--- config.mk ---
export PLATFORM = sky130hd
export DESIGN_NAME = led_stretch_all_flat
export DESIGN_NICKNAME = d
export VERILOG_FILES = /design/src/rtl/led_stretch_all_if.sv /design/src/rtl/led_stretch_all.sv /design/src/flat_wrapper.sv
export SDC_FILE = /design/constraint.sdc
export NUM_CORES = 1
export LEC_CHECK = 0
export BUFFER_PORTS_ARGS = -buffer_cell sky130_fd_sc_hd__buf_2
export CORE_ASPECT_RATIO = 1.2
export CORE_UTILIZATION = 30
export DETAILED_ROUTE_END_ITERATION = 8
export GPL_TIMING_DRIVEN = 0
export PLACE_DENSITY = 0.45
export SYNTH_ARGS = -nofsm -noshare
export SYNTH_HDL_FRONTEND = slang
export SYNTH_SLANG_ARGS = --single-unit
--- constraint.sdc ---
create_clock -name clk -period 6 [get_ports clk]
set_input_delay 0 -clock clk [delete_from_list [all_inputs] [get_ports clk]]
set_output_delay 0 -clock clk [all_outputs]
set_load 0.02 [all_outputs]
--- src/rtl/led_stretch_all_if.sv ---
// Bundles the per-channel event requests, global brightness and LED/busy outputs of led_stretch_all.
interface led_stretch_all_if #(
  parameter int NUM_LED = 10,
  parameter int PWM_W   = 4
);
  logic [NUM_LED-1:0] iEvent;
  logic [PWM_W-1:0]   iDuty;
  logic [NUM_LED-1:0] oLED;
  logic               oBusy;

  modport master (output iEvent, output iDuty, input oLED, input oBusy);
  modport slave  (input iEvent, input iDuty, output oLED, output oBusy);
endinterface

--- src/rtl/led_stretch_all.sv ---
// Stretches single-cycle events into fixed-length LED pulses, one retriggerable channel per LED,
// with a shared PWM brightness gate.
module led_stretch_all #(
  parameter int NUM_LED     = 10,
  parameter int HOLD_CYCLES = 2500000,
  parameter int CNT_W       = 22,
  parameter int PWM_W       = 4
) (
  input  logic            clk,
  input  logic            rst_n,
  led_stretch_all_if.slave bus
);

  typedef enum logic {IDLE, HOLD} state_t;

  localparam logic [CNT_W-1:0] LOAD_CNT = CNT_W'(HOLD_CYCLES - 1);

  state_t             r_state [NUM_LED];
  logic [CNT_W-1:0]   r_cnt   [NUM_LED];
  logic [NUM_LED-1:0] r_evQ;
  logic [NUM_LED-1:0] r_led;
  logic               r_busy;
  logic [PWM_W-1:0]   r_pwmCnt;

  logic [NUM_LED-1:0] w_rise;
  logic [NUM_LED-1:0] w_hold;
  logic               w_pwmOn;

  assign w_rise = bus.iEvent & ~r_evQ;

  // All-ones duty must be fully on, so it bypasses the compare that would drop pwm_cnt == all-ones.
  assign w_pwmOn = (&bus.iDuty) | (r_pwmCnt < bus.iDuty);

  always_comb begin
    w_hold = '0;
    for (int i = 0; i < NUM_LED; i++) begin
      w_hold[i] = (r_state[i] == HOLD);
    end
  end

  always_ff @(posedge clk) begin
    if (!rst_n) begin
      r_evQ    <= '0;
      r_pwmCnt <= '0;
      r_led    <= '0;
      r_busy   <= 1'b0;
      for (int i = 0; i < NUM_LED; i++) begin
        r_state[i] <= IDLE;
        r_cnt[i]   <= '0;
      end
    end else begin
      r_evQ    <= bus.iEvent;
      r_pwmCnt <= r_pwmCnt + 1'b1;
      // Outputs follow the state register one cycle later, so a pulse lasts exactly HOLD_CYCLES.
      r_led    <= w_hold & {NUM_LED{w_pwmOn}};
      r_busy   <= |w_hold;
      for (int i = 0; i < NUM_LED; i++) begin
        case (r_state[i])
          IDLE: begin
            if (w_rise[i]) begin
              r_state[i] <= HOLD;
              r_cnt[i]   <= LOAD_CNT;
            end
          end
          HOLD: begin
            if (w_rise[i]) begin
              r_cnt[i] <= LOAD_CNT;
            end else if (r_cnt[i] == '0) begin
              r_state[i] <= IDLE;
            end else begin
              r_cnt[i] <= r_cnt[i] - 1'b1;
            end
          end
          default: begin
            r_state[i] <= IDLE;
            r_cnt[i]   <= '0;
          end
        endcase
      end
    end
  end

  assign bus.oLED  = r_led;
  assign bus.oBusy = r_busy;

endmodule

--- src/flat_wrapper.sv ---
// flat-port wrapper written by rule: the top's interface ports become plain ports
module led_stretch_all_flat 
#(
  parameter int NUM_LED     = 10,
  parameter int HOLD_CYCLES = 2500000,
  parameter int CNT_W       = 22,
  parameter int PWM_W       = 4
)
  (clk, rst_n, bus_iEvent, bus_iDuty, bus_oLED, bus_oBusy);
  led_stretch_all_if #(.NUM_LED(NUM_LED), .PWM_W(PWM_W)) bus_i ();
  input  logic clk;
  input  logic rst_n;
  input wire logic [$bits(bus_i.iEvent)-1:0] bus_iEvent;
  input wire logic [$bits(bus_i.iDuty)-1:0] bus_iDuty;
  output wire logic [$bits(bus_i.oLED)-1:0] bus_oLED;
  output wire logic [$bits(bus_i.oBusy)-1:0] bus_oBusy;
  assign bus_i.iEvent = bus_iEvent;
  assign bus_i.iDuty = bus_iDuty;
  assign bus_oLED = bus_i.oLED;
  assign bus_oBusy = bus_i.oBusy;
  led_stretch_all #(.NUM_LED(NUM_LED), .HOLD_CYCLES(HOLD_CYCLES), .CNT_W(CNT_W), .PWM_W(PWM_W)) u_core (.clk(clk), .rst_n(rst_n), .bus(bus_i));
endmodule
Word-level counts from Yosys, hierarchy flattened. Memory sizes are Yosys's and may differ from the RTL's. Index checks and enable logic that the tools add are counted. W data, S select, Z words.

Bits in registers: 25. RAM bits: 230. Bits of input ports: 16. Memories: 2.

Memory list: u_core.r_cnt (words 10, width 22, rd ports 10, clocked after Yosys merged registers in 0, write ports 10, RTL line led_stretch_all.sv:19) `logic [CNT_W-1:0] r_cnt [NUM_LED];`; u_core.r_state (words 10, width 1, rd ports 10, clocked after Yosys merged registers in 0, write ports 10, RTL line led_stretch_all.sv:18) `state_t r_state [NUM_LED];`.

Add/subtract/negate cells: 11. Magnitude comparators: 1. Muxes and demuxes: 221. Bitwise operators: 54. Reductions and logical operators: 12.

Operators by type and width (count): $mux W22 (30); $logic_not A22 Y1 (10); $sub A22 B1 Y22 const B (10); $mux W1 (191); $or A1 B1 Y1 (51); $and A10 B10 Y10 (2); $not A10 Y10 (1); $reduce_or A10 Y1 (1); $add A4 B1 Y4 const B (1); $lt A4 B4 Y1 (1); $reduce_and A4 Y1 (1).

Depth between registers and ports, before layout. Gate-level depths: netlist of the first run.

Depth after elaboration: 9. Mapped depth: 9.

Worst setup path before layout of the first run. OpenSTA, ideal clock, no wires.

Path type: register to register. From: memory u_core.r_cnt[9][0], in the netlist u_core.r_cnt[0][198]. To: memory u_core.r_cnt[9][0], in the netlist u_core.r_cnt[0][198] (enable). Setup time: 0.471 ns. Arrival: 2.731 ns. Slack: 2.798 ns. Stages on the path, launching flop included: 9. Path through: edfxtp_1 inv_1 ha_1 or4b_2 nor4b_4 and3_1 or2_1 buf_4 nand3_1.

RTL lines (RTL line): start, declared (led_stretch_all.sv:19).

==> qor.yml, run 1 <==
critical_path.top_delay_family: "buffers and inverters"
cts.clk_slew.worst_paths_ps: 60
drc_errors: 0
timing.final.crit_share_pct: 68.1
power.leakage_nw: 5.18
gp_congestion: 0.725
critPathRequiredTime_ps: 5970
ys.warnings.count: 0
fill_cells: 4533
drtIter0Drc: 449
finalSetupTns_ps: 0
avgSynthCellArea_um2: 10.6
crit_chain: "dlygate4sd3_1 -> buf_2 -> buf_2 -> clkbuf_1 -> clkbuf_1 -> clkbuf_1 -> nand3_1"
dp_hpwl_um: 19400
cts_setup_buffers: 0
grt_pass1_vias: 9542
dr.pass1.iters: 5
whs_path_depth: 3
crit_top_cell: "clkbuf_1"
cts_buffers: 31
path_buf_inv: 6
die_area_um2: 46100
seq_area_frac_synth_pct: 54.5
clock-root-buffer: "clkbuf_16"
hold_path_class: "input port to register"
cts_hold_buf: 13
synthFlopType: "edfxtp_1"
fin_skew_ps: 16.0
seqCellArea_um2: 7410
n_antenna_cell: 0
fp-row-count: 85
synth_cells: 1276
die_h_um: 235
hold_viol: 0
synth.distinct_cells: 61
track_usage_pct: 13.0
vias: 9585
synth_edf_count: 230
core_um2: 44800
cp_slowest_cell: "nand3_1"
drv_cap: 0
initial_utilization_pct: 30.3
synth-seq-cells: 255
status: "finished, final reports clean"
syn-num-nets: 1306
cts_tree: "done"
p_per_area_nw_per_um2: 296
overflow: 0
port_buffers: 26
cp-start-kind: "input port"
die_x_um: 196
fmax_ghz: 0.245
grt_pass1_wl_um: 49600
relSlewSlack_pct: 23.5
finalSetupViolCount: 0
cp.depth: 7
cts-resized-gates: 0
worst_setup_path_end_kind: "register"
synth_area_um2: 13600
wire_per_inst_um: 14.9
ios: 27
htree_levels: 1
wl_um: 29500
post-route-util_pct: 34.7
worstPathArrival_ps: 4050
grt_setup_unrepaired: "no"
ys_async_sr_fraction_pct: 0
crit_fanout: 22
multi_input_area_um2: 5890
syn_to_final_growth_pct: 14.3
clk_latency_ps: 570
grt_max_degree: 23
tightestPinTransition_ps: 1140
cts_sinks: 255
antenna_found_initial: 0
ir_drop_mv: 0.189
viasPerCell: 4.84
period_needed_ps: 4080
worstSetupPathType: "input port to register"
max_stage_delay_ps: 1060
drive_gt1_share_pct: 8.47
nNetsFinal: 1378
ff2ff_path_depth: 8
max-clock-path-buffers: 3
slew_violations: 0
ant_nets: 0
cells in the mapped netlist (all sizes together), types with 9 or more instances:
master	n	share of area [%]
a31oi	25	1.2
inv	30	0.83
or4b	9	0.69
edfxtp	230	51
o21ai	44	1.6
mux2i	10	0.74
nor4	43	2.6
nand2	80	2.2
nand4	10	0.46
or3	25	1.2
nand3	35	1.3
nor2	194	5.4
buf	17	0.76
a21oi	91	3.6
dfxtp	25	3.7
clkbuf	19	0.53
o31ai	11	0.61
nor3	57	2.2
or4	39	2.2
nor2b	11	0.51
ha	14	1.3
nand2b	21	0.97
xor2	51	3.3
xnor2	102	6.6
and2	18	0.83
cell families after synthesis:
group / count (synthesis) / synth area share [%]
multiplexers: 11 / 0.820
flip-flops: 255 / 54.5
XOR/XNOR: 153 / 9.87
AO/OA/AOI/OAI: 204 / 8.96
adder cells (fa/ha/maj): 14 / 1.29
AND/OR/NAND/NOR: 573 / 22.4
buffers and inverters: 66 / 2.11
flip-flops by register name (all words and copies together) (netlist names):
signal,flops
u_core.bus.oBusy,1
u_core.bus.oLED,10
u_core.r_cnt,220
u_core.r_evQ,10
u_core.r_pwmCnt,4
u_core.r_state,10
per-layer routing:
metal	up-vias	part of all wire [%]	track usage, %	wire length (µm)
met5	-	0	0	0
met4	0	1.9	3.55	562
met3	42	3.4	1.95	995
met2	108	47	21.7	13700
met1	4569	48	17.4	14200
li1	4866	-	-	-
layout by cell type, fill, tap and decap left out, drive strengths merged, types with 4 or more instances in the layout:
| master | Yosys | layout |
|---|---|---|
| and2 | 18 | 18 |
| or3 | 25 | 25 |
| or4b | 9 | 9 |
| nand2 | 80 | 80 |
| inv | 30 | 30 |
| nor3 | 57 | 57 |
| clkinv | 0 | 8 |
| nor2b | 11 | 11 |
| clkbuf | 19 | 65 |
| nand3b | 5 | 5 |
| dfxtp | 25 | 25 |
| nor4 | 43 | 43 |
| or2 | 7 | 7 |
| o41ai | 6 | 6 |
| xor2 | 51 | 51 |
| o21ai | 44 | 44 |
| nand4 | 10 | 10 |
| edfxtp | 230 | 230 |
| nand2b | 21 | 21 |
| nor2 | 194 | 194 |
| a31oi | 25 | 25 |
| o211ai | 8 | 8 |
| and3 | 5 | 5 |
| xnor2 | 102 | 102 |
| a21oi | 91 | 91 |
| a21o | 5 | 5 |
| nor4b | 4 | 4 |
| mux2i | 10 | 10 |
| dlygate4sd3 | 0 | 13 |
| buf | 17 | 43 |
| ha | 14 | 14 |
| nand4b | 6 | 6 |
| o31ai | 11 | 11 |
| or4 | 39 | 39 |
| nand3 | 35 | 35 |
tightest hold or removal path, stage by stage:
cell	delay (ps)
dlygate4sd3_1	530
buf_2	120
and2_1	110
power by group:
| group | switching, mW | internal, mW | leakage [nW] |
|---|---|---|---|
| Combinational | 0.331 | 0.222 | 2.07 |
| Clock | 0.725 | 1.02 | 0.451 |
| Sequential | 0.157 | 2.14 | 2.66 |
| Total | 1.21 | 3.38 | 5.18 |
per-stage QoR:
stage          total power, mW  hold slack, ps  std cells  area [µm²]  worst slack [ps]
4_1_cts                   4.68             202       1979       15500              1770
5_1_grt                   4.82             238       1979       15500              1660
6_report                  4.59             232       1979       15500              1920
2_1_floorplan             2.71             127       1276       13600              2800
3_5_place_dp              2.88             243       1911       14500              1740
3_3_place_gp              2.88             246       1911       14500              1760
worst paths after layout:
kind,slack (ps),endpoint,startpoint
setup / recovery,1920,u_core.r_cnt[0][201],rst_n
hold / removal,230,u_core.r_evQ[5],bus_iEvent[5]
setup reg to reg,2120,u_core.r_cnt[0][201],u_core.r_cnt[0][198]
hold reg to reg,460,u_core.r_pwmCnt[0],u_core.r_pwmCnt[0]
cell type report:
type                            count  area share (%)
Clock inverter                      9           0.411
Clock buffer                       46            5.55
Buffer                             36            1.12
Inverter                           30           0.725
Sequential cell                   255            47.7
Multi-Input combinational cell    955            37.9
Tap cell                          609            4.91
Timing Repair Buffer               39            1.68
No activity file was read; power rests on OpenSTA's default activity.
==> run 2: changes to the inputs <==
==> constraint.sdc (replaced) <==
create_clock -name clk -period 4 [get_ports clk]
set_input_delay 0 -clock clk [delete_from_list [all_inputs] [get_ports clk]]
set_output_delay 0 -clock clk [all_outputs]
set_load 0.02 [all_outputs]
==> run 2 against run 1 <==
Compared with the run above: count of clock-buffer cells in the layout stayed put; register-to-register slack worse by 1800 ps; sequential power up 50%; routed wire length is 0.88% higher; highest routed layer is now met5; flip-flop and latch count unchanged; global-route usage is 0.11 points higher; cell count rose by 0.25%.
==> qor.yml, run 2 (synthesis results as in run 1) <==
cp_slowest_cell: "nand2_1"  # was nand3_1
grt_setup_unrepaired: "no"  # unchanged
cts_buffers: 31  # unchanged
pwr-share-clk_pct: 38.0  # about the same
grt_pass1_vias: 9579  # was 9542
largest_reg_flops: 220  # unchanged
die_x_um: 196  # unchanged
intPower_mw: 5.07  # was 3.38 mW
max_stage_delay_ps: 610  # was 1060 ps
fp-row-count: 85  # unchanged
slew_violations: 0  # unchanged
fmax_ghz: 0.275
finalInstanceArea_um2: 15600  # was 15500 µm²
p_switching_mw: 1.82  # was 1.21 mW
ff2ff_path_depth: 9  # was 8
cts_tree: "done"  # unchanged
nNetsFinal: 1383  # was 1378
cts.clk_slew.worst_paths_ps: 60  # about the same
grt_max_degree: 23  # unchanged
period_needed_ps: 3640
die_area_um2: 46100  # unchanged
port_buffers: 26  # unchanged
hold_viol: 0  # unchanged
r2r-start: "u_core.r_cnt[0][88]"  # was u_core.r_cnt[0][198]
syn_to_final_growth_pct: 14.8  # was 14.3%
initial_utilization_pct: 30.3  # unchanged
drv_cap: 0  # unchanged
timing.final.crit_share_pct: 91.0
seqPwrFrac_pct: 49.9  # about the same
grt_pass1_wl_um: 49900  # was 49600 µm
whs_path_depth: 4  # was 3
max-clock-path-buffers: 3  # unchanged
worstPathArrival_ps: 3700  # was 4050 ps
ant_nets: 0  # unchanged
drive_gt1_share_pct: 8.65  # was 8.47%
n_antenna_cell: 0  # unchanged
cts_sinks: 255  # unchanged
overflow: 0  # unchanged
dp_hpwl_um: 19400  # unchanged
wire_per_inst_um: 15.0  # was 14.9 µm
drtIter0Drc: 428  # was 449
gp_congestion: 0.725  # unchanged
finalPower_mw: 6.90  # was 4.59 mW
drc_errors: 0  # unchanged
mostFrequentLayoutCell: "edfxtp_1"  # unchanged
clk_latency_ps: 570  # about the same
clock-root-buffer: "clkbuf_16"  # unchanged
core_um2: 44800  # unchanged
crit_fanout: 22  # unchanged
post-place-cells: 1911  # unchanged
worst_setup_path_end_kind: "register"  # unchanged
wl_um: 29700  # was 29500 µm
cts_setup_buffers: 0  # unchanged
worstSetupPathType: "register to register"  # was input port to register
relSlewSlack_pct: 23.9  # was 23.5%
crit_top_cell: "buf_2"  # was clkbuf_1
crit_chain: "inv_1 -> ha_1 -> or4b_4 -> nor3_2 -> a31o_2 -> buf_2 -> and2_1 -> buf_2 -> nand2_1"  # was dlygate4sd3_1 -> buf_2 -> buf_2 -> clkbuf_1 -> clkbuf_1 -> clkbuf_1 -> nand3_1
p_per_area_nw_per_um2: 442  # was 296 nW/µm²
dr.pass1.iters: 5  # unchanged
viasPerCell: 4.85  # was 4.84
mostFrequentLayoutCells: "230 x edfxtp_1, 193 x nor2_1, 102 x xnor2_1"  # unchanged
hp-start: "rst_n"  # was bus_iEvent[5]
regMostFlops: "u_core.r_cnt"  # unchanged
status: "finished, final reports clean"  # unchanged
power.leakage_nw: 5.21  # was 5.18 nW
fin_skew_ps: 14.6  # was 16.0 ps
placed_area_um2: 14500  # unchanged
instances_no_fill: 1984  # was 1979
cp-start-kind: "register"  # was input port
die_h_um: 235  # unchanged
track_usage_pct: 13.1  # was 13.0%
finalSetupViolCount: 0  # unchanged
switching_share_pct: 26.4  # about the same
antenna_found_initial: 1  # was 0
critPathRequiredTime_ps: 4060  # was 5970 ps
hold_path_end: "u_core.bus.oLED[5]"  # was u_core.r_evQ[5]
ir_drop_mv: 0.285  # was 0.189 mV
ios: 27  # unchanged
hold_path_class: "input port to register"  # unchanged
r2r_setup_slack_ps: 360  # was 2120 ps
htree_levels: 1  # unchanged
finalSetupTns_ps: 0  # unchanged
vias: 9613  # was 9585
tightestPinTransition_ps: 1130  # was 1140 ps
power_frac_comb_pct: 12.1  # was 12.0%
r2r-end: "u_core.r_cnt[0][90]"  # was u_core.r_cnt[0][201]
run 2: cell count changes in the layout (fill, tap and decap cells not counted), sizes merged:
cell / delta
dlygate4sd3: +5
run 2: power groups by stage:
stage / registers, mW / logic (mW) / clock network [mW]
after global placement: 3.49 / 0.825 / 0
after CTS: 3.44 / 0.852 / 2.73
final: 3.44 / 0.835 / 2.62
after global routing: 3.48 / 0.949 / 2.81
after floorplan: 3.44 / 0.634 / 0
after detailed placement: 3.49 / 0.829 / 0
run 2: how the worst max path moves through the flow:
stage                         startpoint                    to  slack [ps]  cells past startpoint
floorplan           u_core.r_cnt[0][198]  u_core.r_cnt[0][198]         800                      8
global placement                   rst_n  u_core.r_cnt[0][205]        -240                      6
detailed placement                 rst_n  u_core.r_cnt[0][206]        -260                      6
CTS                 u_core.r_cnt[0][198]  u_core.r_cnt[0][201]           6                      8
global route         u_core.r_cnt[0][68]   u_core.r_cnt[0][70]          60                      6
finish               u_core.r_cnt[0][88]   u_core.r_cnt[0][90]         360                      9
run 2: cell type report:
class / count / area, µm²
fill: 4523 / 29200
sequential: 255 / 7410
multi-input combinational: 955 / 5900
timing repair buffer: 44 / 310
clock inverter: 9 / 63.8
buffer: 36 / 174
clock buffer: 46 / 862
inverter: 30 / 113
tap: 609 / 762
run 2: critical path, delay by kind of cell (launching register included):
kind | cells | cell delay (ps)
compound gates | 1 | 220
buf+inv | 3 | 540
fa+ha+maj | 1 | 200
simple gates | 4 | 1740
flops | 1 | 420
run 2: repair_timing:
action	4_1_cts	5_1_grt
setup endpoints to repair	0	66
resized for setup	0	3
endpoints found under the hold margin	47	0
hold buffers	18	0
run 2: layer usage:
metal / routed length (µm) / share of wire [%] / GRT usage, %
met3: 1120 / 3.8 / 2.02
met4: 575 / 1.9 / 3.55
met1: 14100 / 48 / 17.5
met2: 13900 / 47 / 21.9
met5: 11 / 0.037 / 0
run 2: through the flow:
| step | hold slack [ps] | utilization (%) | setup slack (ps) |
|---|---|---|---|
| floorplan | 127 | - | 798 |
| global placement | 246 | 32.3 | -240 |
| detailed placement | 243 | 32.3 | -257 |
| CTS | 11.2 | 34.8 | 6.17 |
| global route | 50.0 | 34.8 | 56.0 |
| finish | 33.9 | 34.8 | 361 |
==> run 3: changes to the inputs <==
--- a/config.mk
+++ b/config.mk
@@ -10,7 +10,7 @@
 export CORE_UTILIZATION = 30
 export DETAILED_ROUTE_END_ITERATION = 8
 export GPL_TIMING_DRIVEN = 0
-export PLACE_DENSITY = 0.45
+export PLACE_DENSITY = 0.54
 export SYNTH_ARGS = -nofsm -noshare
 export SYNTH_HDL_FRONTEND = slang
 export SYNTH_SLANG_ARGS = --single-unit
==> run 3 against run 2 <==
Compared with the run above: maximum frequency shrank 0.43%; utilization grew 0.16 points; sequential share of layout area shrank 0.22 points; critical path depth shrank 2; cell count shrank 0.20%; largest cell class unchanged; combinational power shrank 0.6%; clock skew shrank 1.9 ps; clock power grew 6%; first-iteration DRC count grew 15%; sequential power is essentially flat; setup slack lost 16 ps; non-clock buffer count shrank 2.
==> qor.yml, run 3 (synthesis results as in run 1) <==
status: "finished, final reports clean"  # unchanged
die_area_um2: 46100  # unchanged
power.leakage_nw: 5.25  # was 5.21 nW
cp_slowest_cell: "nand2_1"  # unchanged
grt_pass1_vias: 9449  # was 9579
overflow: 0  # unchanged
ios: 27  # unchanged
worstPathArrival_ps: 3700  # about the same
worstSetupPathType: "input port to register"  # was register to register
fp-row-count: 85  # unchanged
clock-root-buffer: "clkbuf_16"  # unchanged
hold_path_class: "input port to register"  # unchanged
cts_setup_buffers: 0  # unchanged
largest_reg_flops: 220  # unchanged
dp_hpwl_um: 18900  # was 19400 µm
crit_chain: "dlygate4sd3_1 -> buf_2 -> buf_2 -> clkbuf_1 -> clkbuf_1 -> clkbuf_1 -> nand2_1"  # was inv_1 -> ha_1 -> or4b_4 -> nor3_2 -> a31o_2 -> buf_2 -> and2_1 -> buf_2 -> nand2_1
clk_latency_ps: 540  # was 570 ps
core_um2: 44800  # unchanged
grt_pass1_wl_um: 47700  # was 49900 µm
n_antenna_cell: 0  # unchanged
period_needed_ps: 3650  # was 3640 ps
port_buffers: 26  # unchanged
drv_cap: 0  # unchanged
initial_utilization_pct: 30.3  # unchanged
slew_violations: 0  # unchanged
nNetsFinal: 1379  # was 1383
tightestPinTransition_ps: 1120  # was 1130 ps
die_h_um: 235  # unchanged
vias: 9605  # was 9613
viasPerCell: 4.85  # about the same
wl_um: 28200  # was 29700 µm
crit_top_cell: "clkbuf_1"  # was buf_2
cts_sinks: 255  # unchanged
syn_to_final_growth_pct: 15.3  # was 14.8%
gp_congestion: 0.764  # was 0.725
antenna_found_initial: 0  # was 1
relSlewSlack_pct: 24.8  # was 23.9%
mostFrequentLayoutCells: "230 x edfxtp_1, 193 x nor2_1, 102 x xnor2_1"  # unchanged
drtIter0Drc: 494  # was 428
max_stage_delay_ps: 850  # was 610 ps
cts_tree: "done"  # unchanged
post-place-cells: 1911  # unchanged
critPathRequiredTime_ps: 4040  # was 4060 ps
ant_nets: 0  # unchanged
ir_drop_mv: 0.264  # was 0.285 mV
regMostFlops: "u_core.r_cnt"  # unchanged
drc_errors: 0  # unchanged
fill_cells: 4475  # was 4523
drive_gt1_share_pct: 9.26  # was 8.65%
mostFrequentLayoutCell: "edfxtp_1"  # unchanged
fmax_ghz: 0.274  # was 0.275 GHz
fin_skew_ps: 12.7  # was 14.6 ps
hold_viol: 0  # unchanged
track_usage_pct: 12.4  # was 13.1%
grt_setup_unrepaired: "no"  # unchanged
wire_per_inst_um: 14.2  # was 15.0 µm
grt_max_degree: 23  # unchanged
finalSetupViolCount: 0  # unchanged
die_x_um: 196  # unchanged
dr.pass1.iters: 5  # unchanged
dpl_worst_slack_ps: 73.6  # was -257 ps
crit_fanout: 22  # unchanged
htree_levels: 1  # unchanged
timing.final.crit_share_pct: 91.4  # was 91.0%
cts.clk_slew.worst_paths_ps: 60  # about the same
cts_buffers: 29  # was 31
p_per_area_nw_per_um2: 450  # was 442 nW/µm²
worst_setup_path_end_kind: "register"  # unchanged
cp-start-kind: "input port"  # was register
instances_no_fill: 1980  # was 1984
max-clock-path-buffers: 3  # unchanged
finalSetupTns_ps: 0  # unchanged
fin_ws_ps: 345  # was 361 ps
[run 3: cell count changes in the layout (fill, tap and decap cells not counted)]
cell / delta
clkinv_1: -3
nand3_2: +1
nand3_1: -1
dlygate4sd3_1: -2
clkinv_2: -1
clkbuf_1: -6
bufinv_16: +2
clkbuf_16: -1
clkbuf_8: +6
inv_6: +1
[run 3: worst paths after layout]
path | slack [ps] | startpoint | end | cells past startpoint
setup / recovery | 350 | rst_n | u_core.r_cnt[0][148] | 7
hold / removal | 260 | bus_iEvent[0] | u_core.r_evQ[0] | 3
setup reg to reg | 400 | u_core.r_cnt[0][88] | u_core.r_cnt[0][88] | 9
hold reg to reg | 470 | u_core.r_pwmCnt[0] | u_core.r_pwmCnt[0] | 1
[run 3: routing by layer]
layer	part of all wire [%]	vias to the layer above	global-route usage, %
met5	0	-	0
met4	1.9	0	3.46
met3	3.6	35	1.89
met2	47	116	20.4
met1	48	4571	16.8
li1	-	4883	-
[run 3: final cells by class]
| type | instances | area, µm² | share of cell area (%) |
|---|---|---|---|
| tap | 609 | 762 | 4.87 |
| timing repair buffer | 42 | 290 | 1.85 |
| multi-input combinational | 955 | 5900 | 37.7 |
| buffer | 36 | 174 | 1.11 |
| clock buffer | 45 | 897 | 5.73 |
| inverter | 30 | 113 | 0.719 |
| sequential | 255 | 7410 | 47.3 |
| clock inverter | 8 | 116 | 0.743 |
[run 3: power by group]
| part | switching, mW | internal, mW |
|---|---|---|
| Clock | 1.06 | 1.72 |
| Sequential | 0.235 | 3.20 |
| Combinational | 0.496 | 0.335 |
| Total | 1.79 | 5.26 |
[run 3: what timing repair did]
item,4_1_cts,5_1_grt
resized for setup,0,4
hold buffers,16,0
setup endpoints to repair,0,88
endpoints found under the hold margin,36,0
[run 3: worst max-delay path: cells and delay by family]
| family | cells | cell delay (ps) |
|---|---|---|
| buffers and inverters | 6 | 2820 |
| and+or+nand+nor | 1 | 850 |
[run 3: stage by stage]
stage | hold WS, ps | cell area (µm²) | total power [mW] | utilization (%)
after CTS | 221 | 15600 | 7.15 | 34.9
after detailed placement | 248 | 14500 | 4.31 | 32.3
final | 257 | 15700 | 7.05 | 35.0
after floorplan | 127 | 13600 | 4.07 | -
after global placement | 247 | 14500 | 4.29 | 32.3
after global routing | 270 | 15700 | 7.38 | 35.0
